[src/rtl/col_seq_ctrl_if.sv]
// rtl/col_seq_ctrl_if.sv - request/response handshake bundle for col_seq_ctrl
//
// Ports (signals):
//   req_valid  requester -> controller  request present
//   req_ready  controller -> requester  controller idle and able to accept
//   req_op     requester -> controller  00 WRITE, 01 RD_WL, 10 RD_WLB, 11 reserved
//   req_addr   requester -> controller  target row
//   req_wdata  requester -> controller  write data bit
//   rsp_valid  controller -> requester  one-cycle response pulse
//   rsp_rdata  controller -> requester  read result, held until next response
//   rsp_err    controller -> requester  reserved-op flag, held until next response

interface col_seq_ctrl_if #(
   parameter int ADDR_W = 2
);
   logic              req_valid;
   logic              req_ready;
   logic [1:0]        req_op;
   logic [ADDR_W-1:0] req_addr;
   logic              req_wdata;
   logic              rsp_valid;
   logic              rsp_rdata;
   logic              rsp_err;

   modport master (
      output req_valid, req_op, req_addr, req_wdata,
      input  req_ready, rsp_valid, rsp_rdata, rsp_err
   );

   modport slave (
      input  req_valid, req_op, req_addr, req_wdata,
      output req_ready, rsp_valid, rsp_rdata, rsp_err
   );
endinterface

[src/rtl/col_seq_ctrl.sv]
// rtl/col_seq_ctrl.sv - phase sequencer for one SRAM column (precharge, access, response)
//
// Ports:
//   clk        in   system clock, rising edge
//   rst_n      in   asynchronous active-low reset
//   bus        slave modport of col_seq_ctrl_if (request/response handshake)
//   sa_out     in   sense-amp output from the column
//   preb       out  precharge, active low
//   w_en       out  write driver enable
//   write_bit  out  write driver data
//   SAE        out  sense-amp enable
//   WL         out  wordlines, one-hot or zero
//   WLB        out  complementary wordlines, one-hot or zero

module col_seq_ctrl #(
   parameter  int ADDR_W  = 2,
   parameter  int PRE_CYC = 1,
   parameter  int ACC_CYC = 1,
   localparam int ROWS    = 1 << ADDR_W
) (
   input  logic            clk,
   input  logic            rst_n,
   col_seq_ctrl_if.slave   bus,
   input  logic            sa_out,
   output logic            preb,
   output logic            w_en,
   output logic            write_bit,
   output logic            SAE,
   output logic [ROWS-1:0] WL,
   output logic [ROWS-1:0] WLB
);

   localparam logic [1:0] IDLE = 2'd0;
   localparam logic [1:0] PRE  = 2'd1;
   localparam logic [1:0] ACC  = 2'd2;
   localparam logic [1:0] RSP  = 2'd3;

   localparam logic [1:0] OP_WRITE  = 2'b00;
   localparam logic [1:0] OP_RD_WL  = 2'b01;
   localparam logic [1:0] OP_RD_WLB = 2'b10;
   localparam logic [1:0] OP_RSV    = 2'b11;

   // Counter holds "cycles remaining minus one" for the current phase.
   localparam logic [3:0] PRE_LOAD = 4'(PRE_CYC - 1);
   localparam logic [3:0] ACC_LOAD = 4'(ACC_CYC - 1);

   logic [1:0]        state;
   logic [3:0]        cnt;
   logic [1:0]        op_q;
   logic [ADDR_W-1:0] addr_q;
   logic [ROWS-1:0]   row_sel;

   logic ready_q;
   logic rsp_valid_q;
   logic rsp_rdata_q;
   logic rsp_err_q;

   assign row_sel       = ROWS'(1) << addr_q;

   assign bus.req_ready = ready_q;
   assign bus.rsp_valid = rsp_valid_q;
   assign bus.rsp_rdata = rsp_rdata_q;
   assign bus.rsp_err   = rsp_err_q;

   // Every output is a register set on the edge that enters the state it
   // belongs to, so the drive pattern lines up exactly with the state.
   always_ff @(posedge clk or negedge rst_n) begin
      if (!rst_n) begin
         state       <= IDLE;
         cnt         <= 4'd0;
         op_q        <= OP_WRITE;
         addr_q      <= '0;
         ready_q     <= 1'b0;
         rsp_valid_q <= 1'b0;
         rsp_rdata_q <= 1'b0;
         rsp_err_q   <= 1'b0;
         preb        <= 1'b0;
         w_en        <= 1'b0;
         write_bit   <= 1'b0;
         SAE         <= 1'b0;
         WL          <= '0;
         WLB         <= '0;
      end else begin
         rsp_valid_q <= 1'b0;
         case (state)
            IDLE: begin
               // ready rises one cycle after reset release and stays up
               // until a request is taken.
               ready_q <= 1'b1;
               if (bus.req_valid && ready_q) begin
                  ready_q <= 1'b0;
                  op_q    <= bus.req_op;
                  addr_q  <= bus.req_addr;
                  if (bus.req_op == OP_RSV) begin
                     // Reserved op: answer immediately, array untouched.
                     state       <= RSP;
                     rsp_valid_q <= 1'b1;
                     rsp_err_q   <= 1'b1;
                     rsp_rdata_q <= 1'b0;
                  end else begin
                     state <= PRE;
                     cnt   <= PRE_LOAD;
                     if (bus.req_op == OP_WRITE) begin
                        write_bit <= bus.req_wdata;
                     end
                  end
               end
            end

            PRE: begin
               if (cnt == 4'd0) begin
                  state <= ACC;
                  cnt   <= ACC_LOAD;
                  preb  <= 1'b1;
                  // WRITE drives both rails of the selected row; a read
                  // opens only the rail it senses through.
                  w_en  <= (op_q == OP_WRITE);
                  SAE   <= (op_q != OP_WRITE);
                  WL    <= (op_q != OP_RD_WLB) ? row_sel : '0;
                  WLB   <= (op_q != OP_RD_WL)  ? row_sel : '0;
               end else begin
                  cnt <= cnt - 4'd1;
               end
            end

            ACC: begin
               if (cnt == 4'd0) begin
                  state       <= RSP;
                  preb        <= 1'b0;
                  w_en        <= 1'b0;
                  SAE         <= 1'b0;
                  WL          <= '0;
                  WLB         <= '0;
                  rsp_valid_q <= 1'b1;
                  rsp_err_q   <= 1'b0;
                  // Sensing through WLB sees the complement, so invert to
                  // return the stored bit on both read paths.
                  case (op_q)
                     OP_RD_WL:  rsp_rdata_q <= sa_out;
                     OP_RD_WLB: rsp_rdata_q <= ~sa_out;
                     default:   rsp_rdata_q <= 1'b0;
                  endcase
               end else begin
                  cnt <= cnt - 4'd1;
               end
            end

            RSP: begin
               state   <= IDLE;
               ready_q <= 1'b1;
            end

            default: begin
               state <= IDLE;
            end
         endcase
      end
   end

endmodule

[src/flat_wrapper.sv]
// flat-port wrapper written by rule: the top's interface ports become plain ports
module col_seq_ctrl_flat 
#(
   parameter  int ADDR_W  = 2,
   parameter  int PRE_CYC = 1,
   parameter  int ACC_CYC = 1,
   localparam int ROWS    = 1 << ADDR_W
)
  (clk, rst_n, sa_out, preb, w_en, write_bit, SAE, WL, WLB, bus_req_valid, bus_req_op, bus_req_addr, bus_req_wdata, bus_req_ready, bus_rsp_valid, bus_rsp_rdata, bus_rsp_err);
  col_seq_ctrl_if #(.ADDR_W(ADDR_W)) bus_i ();
  input  logic clk;
  input  logic rst_n;
  input  logic sa_out;
  output logic preb;
  output logic w_en;
  output logic write_bit;
  output logic SAE;
  output logic [ROWS-1:0] WL;
  output logic [ROWS-1:0] WLB;
  input wire logic [$bits(bus_i.req_valid)-1:0] bus_req_valid;
  input wire logic [$bits(bus_i.req_op)-1:0] bus_req_op;
  input wire logic [$bits(bus_i.req_addr)-1:0] bus_req_addr;
  input wire logic [$bits(bus_i.req_wdata)-1:0] bus_req_wdata;
  output wire logic [$bits(bus_i.req_ready)-1:0] bus_req_ready;
  output wire logic [$bits(bus_i.rsp_valid)-1:0] bus_rsp_valid;
  output wire logic [$bits(bus_i.rsp_rdata)-1:0] bus_rsp_rdata;
  output wire logic [$bits(bus_i.rsp_err)-1:0] bus_rsp_err;
  assign bus_i.req_valid = bus_req_valid;
  assign bus_i.req_op = bus_req_op;
  assign bus_i.req_addr = bus_req_addr;
  assign bus_i.req_wdata = bus_req_wdata;
  assign bus_req_ready = bus_i.req_ready;
  assign bus_rsp_valid = bus_i.rsp_valid;
  assign bus_rsp_rdata = bus_i.rsp_rdata;
  assign bus_rsp_err = bus_i.rsp_err;
  col_seq_ctrl #(.ADDR_W(ADDR_W), .PRE_CYC(PRE_CYC), .ACC_CYC(ACC_CYC)) u_core (.clk(clk), .rst_n(rst_n), .bus(bus_i), .sa_out(sa_out), .preb(preb), .w_en(w_en), .write_bit(write_bit), .SAE(SAE), .WL(WL), .WLB(WLB));
endmodule
[config.mk]
export PLATFORM = sky130hd
export DESIGN_NAME = col_seq_ctrl_flat
export DESIGN_NICKNAME = d
export VERILOG_FILES = /design/src/rtl/col_seq_ctrl_if.sv /design/src/rtl/col_seq_ctrl.sv /design/src/flat_wrapper.sv
export SDC_FILE = /design/constraint.sdc
export NUM_CORES = 1
export LEC_CHECK = 0
export CORE_ASPECT_RATIO = 0.5
export CORE_UTILIZATION = 40
export CTS_BUF_LIST = sky130_fd_sc_hd__clkbuf_16
export DETAILED_ROUTE_END_ITERATION = 10
export PLACE_DENSITY = 0.62
export SLEW_MARGIN = 40
export SYNTH_ARGS = -nofsm -noshare
export SYNTH_HDL_FRONTEND = slang
export SYNTH_SLANG_ARGS = --single-unit
[constraint.sdc]
create_clock -name clk -period 3.5 [get_ports clk]
set_input_delay 0.7 -clock clk [delete_from_list [all_inputs] [get_ports clk]]
set_output_delay 0.7 -clock clk [all_outputs]
set_load 0.01 [all_outputs]
==> summary.md, run 1 <==
| Metric | Value |
|---|---|
| Status | `complete, no violations` |
| Drc violations | `0` |
| Ys flop type | `dfrtp_1` |
| RSZ-0062 raised after global routing | `no` |
| Post-Syn Area per Cell | `10.9 um^2` |
| Util after Layout | `between 50% and 60%` |
| DR vias/cell | `around 5.2` |
| Slowest CP cell | `clkdlybuf4s50_1` |
| Placed cell area | `~0.0016 mm^2` |
| CTS Buf Count | `3` |
| PortBufs | `24` |
| Area taken by multi-input logic gates | `about 620 um^2` |
| Fin Clk Skew | `approximately 0.00088 ns` |
| Max Clk Rate | `between 400 and 500 MHz` |
| Max incr delay on CP | `0.47 ns` |
| Worst EP required | `3.65 ns` |
| Final setup viols | `0` |
| Seq/Total Area, Yosys | `about half` |
| VDD IR max | `~0.50 mV` |
| Initial Util | `a little over two fifths` |
| Mapped Area | `0.00131 mm^2` |
| Worst-Margin Slew | `0.388 ns` |
| Critical Path End Type | `flop` |
| Internal | `approximately 0.0011 W` |
| Mapped Nets | `between 100 and 150` |
| CTS Root Cell | `clkbuf_16` |
| Sequential Power Share | `28.9%` |
| Share of the synthesized area in the top cell type | `around half` |
| Setup Buffers After CTS | `0` |
| Area leader, netlist | `dfrtp_1` |
| Pin count of the biggest net entering global routing | `27` |
| Clock input transition at the sequential cells of the worst setup and hold paths | `0.06 ns` |
| Post-route insts no fill | `around 190` |
| CTS tree | `done` |
| Ys async rst share | `100%` |
| Area Growth Syn to Fin | `30.6%` |
| Worst Path Arrival | `2.38 ns` |
| Synth warn | `0` |
| Clock share of power | `about a fifth` |
| Synth unique cells | `32` |
| CP Launch Type | `input pin` |
| Cell family contributing the most delay on the critical path | `simple AND/OR/NAND/NOR gates` |
| Dpl hpwl | `~1800 um` |
| Core ar. | `0.00307 mm^2` |
| Final Hold Fails | `0` |
| Htree depth | `1` |
| Min Tclk post-route | `about 2.2 ns` |
| Sequential cell area | `~650 um^2` |
| Hold_buf cts | `0` |
| Initial antenna violation count | `0` |
| Post-CTS Resized | `0` |
| Ranking of synthesized cells by area | `dfrtp_1, mux2_2, ha_1` |
| Drt total wl | `2490 um` |
| List of most frequent post-synthesis cells | `dfrtp_1, nand2_1, inv_1` |
| Gr usage total | `between 10% and 20%` |
| Top Ports | `25` |
| Antenna Nets Post-Route | `0` |
| Worst-skew pair later-pin latency | `about 0.26 ns` |
| Placed Cells | `about 190` |
| Rows | `14` |
| N_diodes | `0` |
| Iter 0 DRT Violations | `34` |
| Crit share post-route | `between 60% and 70%` |
| Global-route wire length before repair | `4380 um` |
| Drt pass-1 iters | `4` |
| Crit path cell chain | `clkdlybuf4s50_1, and2_1, o21ai_0, and3_1, mux2_2` |
| Die height | `approximately 43 um` |
| Setup CP Type | `in -> reg` |
| Share of cells above drive strength 1 | `roughly 13%` |
| Post-Syn Instances | `approximately 120` |
| Pins Over Slew Limit | `0` |
| Flop and latch count out of synthesis | `26` |
| Layout Nets | `166` |
| Routed via count | `984` |
| Sw Pwr | `around 0.00066 W` |
| Routability cong. | `roughly 0.8` |
| Leakage | `0.760 nW` |
| Bufs on Longest Clock Path | `2` |
| DIE AREA | `roughly 0.0035 mm^2` |
| Die W | `between 80 and 90 um` |
| Reg2Reg Setup Slack | `about 1.7 ns` |
| Gr ovfl total | `0` |
| # Max-Cap Violations | `0` |
| Hold WC Path Type | `reg -> reg` |
| Crit path buf inv count | `1` |
| Design Area, Final | `0.00172 mm^2` |
| Vias in the first global route | `around 940` |
| Rel. slew slack | `roughly 74%` |
| Post-synth EDFFs | `0` |
| Comb power frac | `between 50% and 60%` |
| Most common cell in the netlist | `dfrtp_1` |
| Sum of negative setup slack | `0 ns` |
| Power Dens Cells | `between 1000 and 1500 mW/mm^2` |
| Switching power share of the total | `37.3%` |
| Fillers | `approximately 280` |
| # clock sinks | `26` |
| WL per Instance | `between 10 and 15 um` |
| Max FO, Critical Path | `4` |
registers in the layout (all words and copies together), names as in the netlist, 2 cells and up:
signal and count:
u_core.WLB 4, u_core.addr_q 2, u_core.state 2, u_core.WL 4
u_core.op_q 2, u_core.cnt 4
final timing paths:
path                               start       endpoint  depth (start not counted)
max reg2reg                u_core.cnt[0]  u_core.cnt[3]                          6
min reg2reg                  u_core.preb    u_core.preb                          2
min                          u_core.preb    u_core.preb                          2
min in group asynchronous          rst_n  u_core.WLB[2]                          2
max                        bus_req_op[1]  u_core.cnt[0]                          5
max in group asynchronous          rst_n  u_core.cnt[0]                          2
cell type report:
type                    count  share of cell area, %
inverters                  10                   2.19
well taps                  40                   2.92
repair buffers             26                   14.9
multi-input cells          83                   36.0
flip-flops and latches     26                   37.9
clock inverters             1                   1.75
clock buffers               3                   4.38
per-stage QoR:
step,setup WS (ns),hold slack [ns],total power [W]
finish,1.27,0.481,0.00176
global route,1.19,0.519,0.00190
CTS,1.28,0.479,0.00178
detailed placement,1.08,0.462,0.00143
global placement,1.09,0.460,0.00143
floorplan,1.72,0.404,0.00114
cell families after synthesis:
group,share of synthesized area (%)
buffers and inverters,3.52
AND/OR/NAND/NOR,15.5
adder cells (fa/ha/maj),6.67
flip-flops,49.5
AO/OA/AOI/OAI,16.4
multiplexers,8.38
routing by layer:
metal / up-vias / part of all wire (%) / global-route usage, %
met3: 2 / 3.5 / 5.91
met5: - / 0 / 0
met1: 471 / 51 / 21.8
li1: 490 / - / -
met4: 0 / 0.64 / 3.10
met2: 21 / 45 / 25.1
worst register-to-register path, stage by stage (launching register included):
cell and delay (ns):
dfrtp_1 0.40, inv_1 0.09, ha_1 0.15, nor3b_2 0.30
a2bb2oi_2 0.33, o211ai_1 0.16, a22o_2 0.23
cell usage in the layout (no fill, tap or decap), types with 2 or more instances in the layout:
cell type / count
dfrtp_1: 26
clkdlybuf4s50_1: 24
nand2_1: 14
inv_1: 10
mux2_2: 8
o21ai_0: 7
nor2_1: 7
ha_1: 7
a22o_1: 4
a32o_1: 4
nand2b_1: 3
nor3_1: 3
clkbuf_16: 3
and3_1: 2
nor3b_1: 2
o211ai_1: 2
nor2b_1: 2
o22ai_1: 2
mux2i_1: 2
a21oi_1: 2
buf_4: 2
power by group through the flow:
stage | Clock, W | Combinational, W | Sequential [W]
4_1_cts | 0.000340 | 0.000926 | 0.000509
5_1_grt | 0.000358 | 0.00102 | 0.000527
3_5_place_dp | 0 | 0.000919 | 0.000515
3_3_place_gp | 0 | 0.000914 | 0.000513
6_report | 0.000331 | 0.000923 | 0.000509
2_1_floorplan | 0 | 0.000610 | 0.000532
Note: power is estimated with default switching activity, not from simulation.
==> run 2, diff against run 1 <==
--- a/config.mk
+++ b/config.mk
@@ -9,7 +9,7 @@
 export CORE_UTILIZATION = 40
 export CTS_BUF_LIST = sky130_fd_sc_hd__clkbuf_16
 export DETAILED_ROUTE_END_ITERATION = 10
-export PLACE_DENSITY = 0.62
+export PLACE_DENSITY = 0.65
 export SLEW_MARGIN = 40
 export SYNTH_ARGS = -nofsm -noshare
 export SYNTH_HDL_FRONTEND = slang
==> constraint.sdc (replaced) <==
create_clock -name clk -period 1.85 [get_ports clk]
set_input_delay 0.37 -clock clk [delete_from_list [all_inputs] [get_ports clk]]
set_output_delay 0.37 -clock clk [all_outputs]
set_load 0.01 [all_outputs]
==> run 2 against run 1 <==
Against the previous run:
- largest cell class unchanged
- highest routed layer unchanged
- combinational power is 96% higher
- sequential share of layout area decreased by 1.3 points
- critical path depth grew 1
- die area is the same
- total power grew 93%
==> summary.md, run 2 (synthesis results as in run 1) <==
| Metric | Value |
|---|---|
| Routed via count | `1004 (+2.0%)` |
| Initial Util | `42.9% (unchanged)` |
| # Max-Cap Violations | `0 (unchanged)` |
| Gr ovfl total | `0 (unchanged)` |
| Iter 0 DRT Violations | `14 (-59%)` |
| Sw Pwr | `0.00125 W (+91%)` |
| Drt pass-1 iters | `4 (unchanged)` |
| Final Hold Fails | `0 (unchanged)` |
| Switching power share of the total | `36.9% (-0.43 points)` |
| Hold depth | `2 (unchanged)` |
| Crit share post-route | `between 90% and 100%` |
| Pin count of the biggest net entering global routing | `27 (unchanged)` |
| CTS Root Cell | `clkbuf_16` |
| PortBufs | `24 (unchanged)` |
| Htree depth | `1 (unchanged)` |
| Fillers | `251 (-9.7%)` |
| Final setup viols | `0 (unchanged)` |
| Pwr Total | `0.00340 W (+93%)` |
| Sequential Power Share | `28.6% (-0.3 points)` |
| Drt total wl | `2530 um (+1.3%)` |
| N_diodes | `0 (unchanged)` |
| Share of cells above drive strength 1 | `17.3% (+3.9 points)` |
| DR vias/cell | `5.12 (-1.6%)` |
| Commonest non-fill, non-tap cell in the layout | `dfrtp_1` |
| Area Growth Syn to Fin | `35.0%` |
| Placed cell area | `0.00166 mm^2 (+3.3%)` |
| Worst-skew pair later-pin latency | `0.26 ns (about the same)` |
| Pins Over Slew Limit | `0 (unchanged)` |
| Reg2Reg Setup Slack | `0.10 ns (-1.64 ns)` |
| Critical Path End Type | `flop` |
| Worst EP required | `2.05 ns (-1.60 ns)` |
| R2r endpoint | `u_core.WLB[2]` |
| Post-route insts no fill | `196 (+3.7%)` |
| DIE AREA | `0.00353 mm^2 (unchanged)` |
| Min Tclk post-route | `~1.7 ns` |
| Antenna Nets Post-Route | `0 (unchanged)` |
| Clock share of power | `18.2% (-0.6 points)` |
| Layout Nets | `173 (+4.2%)` |
| Rel. slew slack | `77.7% (+3.9 points)` |
| Global-route wire length before repair | `4210 um (-3.9%)` |
| Hold_buf cts | `0 (unchanged)` |
| # clock sinks | `26 (unchanged)` |
| WL per Instance | `12.9 um (-2.3%)` |
| Status | `complete, no violations` |
| Setup CP Type | `reg -> reg` |
| Leakage | `0.794 nW (+4.6%)` |
| Die height | `42.5 um (unchanged)` |
| Max FO, Critical Path | `6 (+2)` |
| Crit path capture | `u_core.WLB[2]` |
| Placed Cells | `192 (+3.8%)` |
| Commonest non-fill, non-tap cells in the layout | `dfrtp_1, clkdlybuf4s50_1, nand2_1, inv_1, buf_4` |
| Rows | `14 (unchanged)` |
| CP Launch Type | `flop` |
| Comb power frac | `53.2% (+0.8 points)` |
| Internal | `0.00214 W (+94%)` |
| Drc violations | `0 (unchanged)` |
| Core ar. | `0.00307 mm^2 (unchanged)` |
| Initial antenna violation count | `0 (unchanged)` |
| Worst Path Arrival | `1.94 ns (-0.44 ns)` |
| Clock input transition at the sequential cells of the worst setup and hold paths | `0.06 ns (about the same)` |
| Gr usage total | `15.5% (-0.59 points)` |
| CTS tree | `done` |
| Design Area, Final | `0.00177 mm^2 (+3.4%)` |
| Bufs on Longest Clock Path | `2 (unchanged)` |
| Power Dens Cells | `1910 mW/mm^2 (+86%)` |
| VDD IR max | `0.941 mV (+87%)` |
| Dpl hpwl | `1960 um (+7.0%)` |
| R2R Path Start | `u_core.cnt[0]` |
| Worst Setup SP | `u_core.cnt[0]` |
| Die W | `83.1 um (unchanged)` |
| Worst-Margin Slew | `0.334 ns (-0.0543 ns)` |
| Routability cong. | `0.730 (-8.7%)` |
| Vias in the first global route | `899 (-4.3%)` |
| CTS Buf Count | `3 (unchanged)` |
| Biggest regs | `u_core.WLB (4), u_core.WL (4), u_core.cnt (4)` |
| Fin Clk Skew | `0.00411 ns (+0.00323 ns)` |
| WHS | `0.473 ns (-0.00712 ns)` |
| Hold WC Path Type | `reg -> reg` |
| Path depth of the worst reg2reg path | `6 (unchanged)` |
| Top Ports | `25 (unchanged)` |
| Max Clk Rate | `around 570 MHz` |
## run 2: cell types whose count changed in the layout (fill, tap and decap cells not counted)
cell and change:
buf_4 +7, nor3b_2 -1, nor3b_4 +1
## run 2: power groups by stage
stage	clock [W]	combinational (W)	sequential, W
after floorplan	0	0.00115	0.00101
after global placement	0	0.00177	0.000971
after detailed placement	0	0.00179	0.000979
after CTS	0.000636	0.00180	0.000969
after global routing	0.000654	0.00199	0.00101
final	0.000618	0.00181	0.000971
## run 2: per-layer routing
layer,up-vias,GRT usage [%],part of all wire [%]
met5,-,0,0
met4,0,4.14,0.83
met3,2,4.13,2.3
met2,15,24.6,46
met1,488,21.2,50
li1,499,-,-
## run 2: final cells by class
class / count / area [um^2] / share of cell area, %
Clock buffer: 3 / 75.1 / 4.23
Clock inverter: 1 / 30.0 / 1.69
Inverter: 10 / 37.5 / 2.12
Multi-Input combinational cell: 83 / 623 / 35.1
Sequential cell: 26 / 651 / 36.7
Tap cell: 40 / 50.0 / 2.82
Timing Repair Buffer: 33 / 308 / 17.3
## run 2: what timing repair did
item	4_1_cts	5_1_grt
setup endpoints to repair	0	2
setup buffers	0	0
resized for setup	0	1
## run 2: critical path, cell delays in order, from the launching register on
cell and delay, ns:
dfrtp_1 0.40, inv_1 0.09, ha_1 0.16, or3b_4 0.43, a21oi_4 0.24, and2b_4 0.21, a32o_1 0.16
## run 2: how the worst min path moves through the flow
stage,slack (ns),start,to
after floorplan,0.07,rst_n,u_core.SAE
after global placement,0.46,u_core.preb,u_core.preb
after detailed placement,0.47,u_core.preb,u_core.preb
after CTS,0.48,u_core.preb,u_core.preb
after global routing,0.51,u_core.WLB[3],u_core.WLB[3]
final,0.47,u_core.preb,u_core.preb
## run 2: metrics by stage
step	utilization [%]	setup TNS, ns	setup slack (ns)
after floorplan	-	0	0.225
after global placement	54.2	-0.181	-0.0908
after detailed placement	54.2	-0.249	-0.129
after CTS	57.7	0	0.0974
after global routing	57.9	-0.000759	-0.000759
final	57.9	0	0.104
==> run 3, diff against run 2 <==
--- a/config.mk
+++ b/config.mk
@@ -9,7 +9,7 @@
 export CORE_UTILIZATION = 40
 export CTS_BUF_LIST = sky130_fd_sc_hd__clkbuf_16
 export DETAILED_ROUTE_END_ITERATION = 10
-export PLACE_DENSITY = 0.65
+export PLACE_DENSITY = 0.62
 export SLEW_MARGIN = 40
 export SYNTH_ARGS = -nofsm -noshare
 export SYNTH_HDL_FRONTEND = slang
==> constraint.sdc (replaced) <==
create_clock -name clk -period 2.02 [get_ports clk]
set_input_delay 0.404 -clock clk [delete_from_list [all_inputs] [get_ports clk]]
set_output_delay 0.404 -clock clk [all_outputs]
set_load 0.01 [all_outputs]
==> run 3 against run 2 <==
Against the previous run:
- design area fell by 1.6%
- first-iteration DRC count rose to 4.0 times the previous value
- worst setup slack improved by 0.15 ns
- count of clock-buffer cells in the layout did not move
- utilization fell by 0.94 points
- register-to-register slack improved by 0.15 ns
- highest routed layer unchanged
- non-clock buffer count fell by 3
- critical path type unchanged
- critical path depth did not move
- sequential power fell by 8.7%
- wire length rose by 6.6%
- maximum frequency fell by 1.0%
==> summary.md, run 3 (synthesis results as in run 1) <==
| Metric | Value |
|---|---|
| Hold_buf cts | `0 (unchanged)` |
| CP Launch Type | `flop` |
| N_diodes | `0 (unchanged)` |
| Commonest non-fill, non-tap cells in the layout | `dfrtp_1, clkdlybuf4s50_1, nand2_1, inv_1, mux2_2` |
| Setup Buffers After CTS | `0 (unchanged)` |
| Setup CP Type | `reg -> reg` |
| Drt total wl | `2690 um (+6.6%)` |
| RSZ-0062 raised after global routing | `no` |
| Crit path buf inv count | `1 (unchanged)` |
| Die W | `83.1 um (unchanged)` |
| Hold WC Path Type | `reg -> reg` |
| VDD IR max | `0.784 mV (-17%)` |
| Power Dens Cells | `1780 mW/mm^2 (-7.2%)` |
| Post-route insts no fill | `193 (-1.5%)` |
| Clock input transition at the sequential cells of the worst setup and hold paths | `0.07 ns (about the same)` |
| Layout Nets | `170 (-1.7%)` |
| Leakage | `0.778 nW (-2.1%)` |
| Gr ovfl total | `0 (unchanged)` |
| Max incr delay on CP | `0.43 ns (about the same)` |
| Max FO, Critical Path | `6 (unchanged)` |
| WL per Instance | `14.0 um (+8.3%)` |
| Pin count of the biggest net entering global routing | `27 (unchanged)` |
| Slowest CP cell | `or3b_4` |
| CTS tree | `done` |
| WHS | `0.474 ns (+0.000900 ns)` |
| Routability cong. | `0.816 (+12%)` |
| Placed Cells | `189 (-1.6%)` |
| Status | `complete, no violations` |
| Crit path cell chain | `inv_1, ha_1, or3b_4, a21oi_4, and2b_4, a32o_1` |
| Worst Path Arrival | `1.97 ns (+0.03 ns)` |
| Post-CTS Resized | `0 (unchanged)` |
| # clock sinks | `26 (unchanged)` |
| PortBufs | `24 (unchanged)` |
| Gr usage total | `17.3% (+1.8 points)` |
| Vias in the first global route | `973 (+8.2%)` |
| DIE AREA | `0.00353 mm^2 (unchanged)` |
| Area Growth Syn to Fin | `32.9%` |
| Die height | `42.5 um (unchanged)` |
| Commonest non-fill, non-tap cell in the layout | `dfrtp_1` |
| Global-route wire length before repair | `4620 um (+9.8%)` |
| Initial Util | `42.9% (unchanged)` |
| Final setup viols | `0 (unchanged)` |
| Cell family contributing the most delay on the critical path | `simple AND/OR/NAND/NOR gates` |
| Min Tclk post-route | `1.76 ns (+0.0179 ns)` |
| Fin Clk Skew | `0.00489 ns (+0.000782 ns)` |
| Drt pass-1 iters | `4 (unchanged)` |
| Final Hold Fails | `0 (unchanged)` |
| Htree depth | `1 (unchanged)` |
| Rel. slew slack | `77.5% (-0.22 points)` |
| Share of cells above drive strength 1 | `15.7% (-1.6 points)` |
| Pins Over Slew Limit | `0 (unchanged)` |
| Worst-Margin Slew | `0.337 ns (+0.00324 ns)` |
| DR vias/cell | `5.18 (+1.0%)` |
| Initial antenna violation count | `0 (unchanged)` |
| Sum of negative setup slack | `0 ns (unchanged)` |
| Dpl hpwl | `1960 um (+0.39%)` |
| Worst EP required | `2.22 ns (+0.17 ns)` |
| CTS Buf Count | `3 (unchanged)` |
| Antenna Nets Post-Route | `0 (unchanged)` |
| Critical Path End Type | `flop` |
| Routed via count | `999 (-0.50%)` |
| Crit share post-route | `87.3% (-7.1 points)` |
| Core ar. | `0.00307 mm^2 (unchanged)` |
| Max Clk Rate | `567 MHz (-1.0%)` |
| Bufs on Longest Clock Path | `2 (unchanged)` |
| Fillers | `257 (+2.4%)` |
| Rows | `14 (unchanged)` |
| CTS Root Cell | `clkbuf_16` |
| # Max-Cap Violations | `0 (unchanged)` |
| Iter 0 DRT Violations | `56 (+42)` |
| Top Ports | `25 (unchanged)` |
| Drc violations | `0 (unchanged)` |
| Biggest regs | `u_core.WLB (4), u_core.WL (4), u_core.cnt (4)` |
| Worst-skew pair later-pin latency | `0.26 ns (about the same)` |
-- run 3: cell types whose count changed in the layout (fill, tap and decap cells not counted), sizes merged --
cell  before  now
buf        9    6
-- run 3: worst reg2reg max path, cell delays in order (launching register included) --
cell and delay, ns:
dfrtp_1 0.40, inv_1 0.09, ha_1 0.16, or3b_4 0.43, a21oi_4 0.25, and2b_4 0.22
a32o_1 0.16
-- run 3: area by class of cell --
class	count	area (um^2)	share of cell area [%]
clock inverters	1	30.0	1.72
repair buffers	30	285	16.3
multi-input cells	83	617	35.3
well taps	40	50.0	2.87
clock buffers	3	75.1	4.30
inverters	10	37.5	2.15
flip-flops and latches	26	651	37.3
-- run 3: path summary, 6_finish.rpt --
check | from | to | slack (ns) | depth (start not counted)
hold reg to reg | u_core.preb | u_core.preb | 0.47 | 2
hold / removal | u_core.preb | u_core.preb | 0.47 | 2
max in group asynchronous | rst_n | u_core.write_bit | 1.26 | 2
setup reg to reg | u_core.cnt[0] | u_core.WL[2] | 0.26 | 6
min in group asynchronous | rst_n | u_core.WLB[2] | 0.50 | 2
setup / recovery | u_core.cnt[0] | u_core.WL[2] | 0.26 | 6
-- run 3: layer usage --
| layer | GRT usage (%) | routed length (um) |
|---|---|---|
| met1 | 21.9 | 1360 |
| met4 | 5.17 | 38 |
| met3 | 5.51 | 93 |
| met5 | 0 | 0 |
| met2 | 28.7 | 1200 |
-- run 3: metrics by stage --
stage | area, um^2 | setup WS [ns] | total power, W | utilization (%)
6_report | 1750 | 0.257 | 0.00310 | 56.9
5_1_grt | 1750 | 0.140 | 0.00335 | 56.9
4_1_cts | 1750 | 0.244 | 0.00313 | 56.9
3_5_place_dp | 1640 | 0.00121 | 0.00253 | 53.5
3_3_place_gp | 1640 | 0.0282 | 0.00250 | 53.5
2_1_floorplan | 1310 | 0.395 | 0.00198 | -
-- run 3: where the power goes --
part           switching (W)  total (W)  internal (W)
logic               0.000831    0.00164      0.000805
clock network       0.000184   0.000578      0.000395
registers           0.000153   0.000887      0.000734
total                0.00117    0.00310       0.00193
